<file path="config.mk">
export PLATFORM = sky130hd
export DESIGN_NAME = regfile_debug_access
export DESIGN_NICKNAME = d
export VERILOG_FILES = /design/src/rtl/regfile_debug_access.sv
export SDC_FILE = /design/constraint.sdc
export NUM_CORES = 1
export LEC_CHECK = 0
export BUFFER_PORTS_ARGS = -buffer_cell sky130_fd_sc_hd__buf_2
export CAP_MARGIN = 20
export CORE_MARGIN = 4
export CORE_UTILIZATION = 35
export CTS_CLUSTER_SIZE = 8
export DETAILED_ROUTE_END_ITERATION = 6
export PLACE_DENSITY = 0.62
export SLEW_MARGIN = 20
export SYNTH_ARGS = -nofsm -noshare
export SYNTH_HDL_FRONTEND = slang
export SYNTH_SLANG_ARGS = --single-unit
</file>
<file path="constraint.sdc">
create_clock -name clk -period 1.8 [get_ports clk]
set_input_delay 0.27 -clock clk [delete_from_list [all_inputs] [get_ports clk]]
set_output_delay 0.27 -clock clk [all_outputs]
set_load 0.1 [all_outputs]
</file>
<file path="src/rtl/regfile_debug_access.sv">
// Debug-side initiator for the integer register file: serialises read, write and dump
// commands onto the register-file ports after winning ownership through dbg_req/dbg_gnt.
module regfile_debug_access #(
  parameter int unsigned XLEN  = 32,
  parameter int unsigned NREGS = 32
) (
  input  logic            clk,
  input  logic            rst_n,
  input  logic            cmd_valid,
  output logic            cmd_ready,
  input  logic [1:0]      cmd_op,
  input  logic [4:0]      cmd_addr,
  input  logic [XLEN-1:0] cmd_wdata,
  output logic            rsp_valid,
  input  logic            rsp_ready,
  output logic [4:0]      rsp_addr,
  output logic [XLEN-1:0] rsp_data,
  output logic            rsp_last,
  output logic            rsp_err,
  output logic            dbg_req,
  input  logic            dbg_gnt,
  output logic [4:0]      rf_a1,
  input  logic [XLEN-1:0] rf_rd1,
  output logic [4:0]      rf_a3,
  output logic            rf_we3,
  output logic [XLEN-1:0] rf_wd3
);

  localparam logic [1:0] OpRead    = 2'b00;
  localparam logic [1:0] OpWrite   = 2'b01;
  localparam logic [1:0] OpDump    = 2'b10;
  localparam logic [1:0] OpIllegal = 2'b11;
  localparam logic [4:0] LastIdx   = 5'(NREGS - 1);

  typedef enum logic [1:0] {StIdle, StReq, StAccess, StResp} state_e;

  state_e          state_q;
  logic [1:0]      op_q;
  logic [4:0]      addr_q;
  logic [XLEN-1:0] wdata_q;
  logic [4:0]      idx_q;

  logic is_dump;
  logic is_write;
  logic dump_more;

  assign is_dump   = (op_q == OpDump);
  assign is_write  = (op_q == OpWrite);
  // A dump keeps the port ownership request up between beats until the last register.
  assign dump_more = is_dump && (idx_q != LastIdx);

  assign cmd_ready = rst_n && (state_q == StIdle);

  always_ff @(posedge clk) begin
    if (!rst_n) begin
      state_q   <= StIdle;
      op_q      <= OpRead;
      addr_q    <= '0;
      wdata_q   <= '0;
      idx_q     <= '0;
      rsp_valid <= 1'b0;
      rsp_addr  <= '0;
      rsp_data  <= '0;
      rsp_last  <= 1'b0;
      rsp_err   <= 1'b0;
      dbg_req   <= 1'b0;
      rf_a1     <= '0;
      rf_a3     <= '0;
      rf_we3    <= 1'b0;
      rf_wd3    <= '0;
    end else begin
      // Write enable is a single-cycle pulse confined to ACCESS.
      rf_we3 <= 1'b0;

      case (state_q)
        StIdle: begin
          if (cmd_valid) begin
            op_q    <= cmd_op;
            addr_q  <= cmd_addr;
            wdata_q <= cmd_wdata;
            idx_q   <= '0;
            if (cmd_op == OpIllegal) begin
              state_q   <= StResp;
              rsp_valid <= 1'b1;
              rsp_addr  <= cmd_addr;
              rsp_data  <= '0;
              rsp_last  <= 1'b1;
              rsp_err   <= 1'b1;
              dbg_req   <= 1'b0;
            end else begin
              state_q <= StReq;
              dbg_req <= 1'b1;
            end
          end
        end

        StReq: begin
          if (dbg_gnt) begin
            state_q <= StAccess;
            if (is_write) begin
              rf_a3  <= addr_q;
              rf_wd3 <= wdata_q;
              rf_we3 <= (addr_q != 5'd0);
            end else begin
              rf_a1 <= is_dump ? idx_q : addr_q;
            end
          end
        end

        StAccess: begin
          state_q   <= StResp;
          rsp_valid <= 1'b1;
          rsp_err   <= 1'b0;
          rsp_last  <= !dump_more;
          rsp_addr  <= is_dump ? idx_q : addr_q;
          rsp_data  <= is_write ? wdata_q : rf_rd1;
          dbg_req   <= dump_more;
        end

        StResp: begin
          if (rsp_ready) begin
            rsp_valid <= 1'b0;
            if (dump_more) begin
              idx_q   <= idx_q + 5'd1;
              dbg_req <= 1'b1;
              // Grant still held: skip REQ and go straight to the next beat's access.
              if (dbg_gnt) begin
                state_q <= StAccess;
                rf_a1   <= idx_q + 5'd1;
              end else begin
                state_q <= StReq;
              end
            end else begin
              state_q <= StIdle;
              dbg_req <= 1'b0;
            end
          end
        end

        default: state_q <= StIdle;
      endcase
    end
  end

endmodule

</file>
==> run summary <==
The flow ran to the end, and the final reports show no timing, DRC or antenna violations. After global routing the overflow that remains totals 0. The distinct cell type count after synthesis came out at 40. Clock-pin slew was measured on the worst setup and hold paths at 0.06 ns. Yosys printed 0 warnings.

The final hold violation count is 0. The total power draw is 8580 µW. The overall global routing resource usage is 18.5%.

The starting density of the core is 36.0%. The wire length of the first global-routing pass came out at 24.6 mm. The wire length per cell after detailed routing came out at 16.1 µm. The number of buffers and inverters on the critical path is 0. The clock net sink count came out at 130. The max-slew violation count is 0.

Once layout is complete, the utilization of the core stands at 48.6%. Data on the critical path is required at its endpoint by 2.13 ns. The die area came out at 0.0171 mm². Data on the critical path arrives at its endpoint at 2.10 ns. The initial antenna violation count is 0. The category of the worst setup path launch point is a flip-flop.

The library cell contributing the largest single delay on the critical path is and4bb_2. The portion of the post-synthesis area used by sequential elements came out at 49.4%. The number of antenna repair diodes came out at 0.

The mean number of vias per cell came out at 5.06. Setup repair after global routing could not meet its margin everywhere. Synthesis handed over a netlist of 626 instances. Synthesis inferred 130 register bits. The first-iteration detailed-routing DRC count came out at 308. The maximum number of pins on one net before global-route repair is 86. The detailed router placed 4988 vias in this run. The slew at the pin with the worst max-slew slack came out at 0.520 ns. The weighted congestion reported at the end of routability-driven placement is 0.822.

The H-tree level count came out at 4. The worst hold path belongs to the class in2reg. Of the available clock period, the critical path in the final layout requires 98.4%. In this design, the critical path's most frequently occurring cell is ha_4. The shortest clock period the worst path allows after layout came out at 1.77 ns. By area the synthesized netlist is led by dfxtp_1 (49%), nand2_1 (12%), a21oi_1 (8.2%). The antenna violation net count after detailed routing came out at 0. The largest incremental delay on the critical path is 0.35 ns. The average size of a mapped cell came out at 8.42 µm². TritonCTS built the clock tree. The worst setup path is of the reg2reg kind. The die span in y is 131 µm. The share of layout cells above drive strength 1 is 31.2%. When the netlist entered floorplanning its net count stood at 704. The share of the synthesized area in the top cell type is 49.4%. The final-report setup violation count came out at 0. The final non-filler cell area is 0.00711 mm². The number of buffers on the longest clock path is 2. Walking the worst path, the cells encountered are ha_4 -> and3_4 -> ha_4 -> and4bb_2 -> o311a_4 -> nand2_4 -> o32ai_2.

The number of placement rows is 44. During I/O placement, the number of pins put on the boundary was 161. The number of stages on the worst setup path is 7.

The maximum clock frequency is 565 MHz. Hold repair after CTS inserted 0 buffers. The detailed-route DRC error count came out at 0. The number of nets in the final layout came out at 868. The maximum fanout count along the critical path is 5. The clock latency of the later-clocked register in the worst-skew pair is 0.43 ns. The final layout contains routed wiring with a total length of 15.9 mm. The max-cap violation count came out at 0. The synthesized design spends more area on one cell type than any other, namely dfxtp_1. Dividing total power by cell area gives a power density of 1210 mW/mm².

The number of cells traversed by the worst register-to-register path came out at 7. The via count of the first global-routing pass is 4712. The area growth from synthesis to layout is 34.9%.

The worst hold path was traced through 3 stages. Summing all placed instances gives a cell area of 0.00640 mm². The detailed placer's ending HPWL came out at 10.9 mm.

The post-synthesis instance area came out at 0.00527 mm². The width of the chip is 131 µm. Before antenna repair, the detailed router went through 4 iterations.

The maximum clock skew at final layout is 0.00941 ns. The count of input and output buffers came out at 160. The worst slew slack as a fraction of its limit came out at 65.6%. The standard cell core area came out at 0.0146 mm². The cell class contributing the biggest share of worst-path delay is simple AND/OR/NAND/NOR gates.

Summed over all cells, the static leakage comes to 0.00328 µW. The tree is rooted in a clkbuf_16. The largest voltage drop on the vdd net came out at 0.669 mV.

TritonCTS created 17 clock buffers. STA classifies the critical path endpoint as a flip-flop.
-- cells by family (layout without fill, tap and decap cells) --
group	count (synthesis)	in the layout	share of synthesized area, %
AND/OR/NAND/NOR	251	251	19.6
AO/OA/AOI/OAI	150	150	17.6
buffers and inverters	51	227	4.82
multiplexers	42	42	8.09
flip-flops	130	130	49.4
adder cells (fa/ha/maj)	2	2	0.475
-- final timing paths --
kind / start / endpoint / slack, ns
worst min-delay path: cmd_wdata[1] / wdata_q[1] / 0.08
worst min register to register: rf_wd3[3] / rf_wd3[3] / 0.45
worst max register to register: idx_q[0] / rf_a1[3] / 0.03
worst max-delay path: idx_q[0] / rf_a1[3] / 0.03
-- worst min-delay path, stage by stage --
cell and delay, ns:
buf_2 0.10, nand2_1 0.04, a21oi_1 0.05
-- where the power goes --
| group | total [µW] | switching, µW | internal, µW | leakage [µW] |
|---|---|---|---|---|
| sequential | 3200 | 138 | 3060 | 0.00106 |
| clock | 3520 | 1320 | 2200 | 0.000284 |
| combinational | 1870 | 1320 | 550 | 0.00194 |
| total | 8580 | 2770 | 5810 | 0.00328 |
-- sequential cells by signal, summed over array words and instances, names as in the netlist --
register and count:
rsp_err 1, rsp_addr 5, rf_wd3 32, state_q 2, addr_q 5, op_q 2, rf_we3 1, wdata_q 32
rsp_data 32, rf_a3 5, rsp_last 1, idx_q 5, rsp_valid 1, rf_a1 5, dbg_req 1
-- final cells by class --
cell class	count	area [µm²]
Inverter	4	16.3
Sequential cell	130	2610
Clock buffer	18	439
Clock inverter	13	161
Timing Repair Buffer	192	1150
Multi-Input combinational cell	445	2510
Tap cell	184	230
Fill cell	1430	7530
-- cell usage after synthesis --
master	number
o311a_1	1
dfxtp_1	130
a311oi_1	2
nor4_1	1
a211oi_1	1
or3_1	1
clkbuf_1	24
and3_1	1
a31oi_1	3
nor3b_1	1
nand2_1	166
inv_2	1
a32oi_1	1
a2bb2oi_1	32
nand2b_1	4
mux2_2	5
nor3_1	2
and4bb_1	1
o21ai_0	13
nand3_1	9
buf_4	6
nor3_4	1
o31ai_1	1
o311a_2	1
o32ai_1	4
nor2_1	52
buf_2	14
mux2i_1	37
a21oi_1	86
or4_1	1
buf_6	3
and4b_1	1
ha_1	2
and2_1	3
nor2b_1	4
nand4_1	2
o21a_1	3
inv_1	3
or2_2	1
o211ai_1	2
-- layer usage --
metal  global-route usage (%)  routed length, µm  share of wire [%]
met3                     5.37                913                5.7
met1                     23.8               7150                 45
met4                     6.59                269                1.7
met5                        0                  0                  0
met2                     29.5               7570                 48
-- what timing repair did --
item / CTS / global route
pin swaps: 5 / 5
resized for setup: 14 / 3
setup buffers: 4 / 1
cloned: 0 / 0
setup endpoints to repair: 6 / 7
-- cell usage in the layout (no fill, tap or decap), drive strengths merged, types with 5 or more instances in the layout --
master,n
clkinv,6
mux2i,37
a2bb2oi,32
nand2,166
dfxtp,130
nor2,52
mux2,5
a21oi,86
clkbuf,18
buf,192
nand3,9
o21ai,13
-- metrics by stage --
step / setup slack, ns / setup TNS (ns) / cells / hold WS, ns
2_1_floorplan: 0.00660 / 0 / 626 / 0.406
3_3_place_gp: 0.00142 / 0 / 950 / 0.440
3_5_place_dp: -0.0737 / -0.174 / 950 / 0.444
4_1_cts: 0.00556 / 0 / 985 / 0.0625
5_1_grt: -0.0173 / -0.0517 / 986 / 0.0650
6_report: 0.0286 / 0 / 986 / 0.0842
Power figures use the tool's default switching activity.
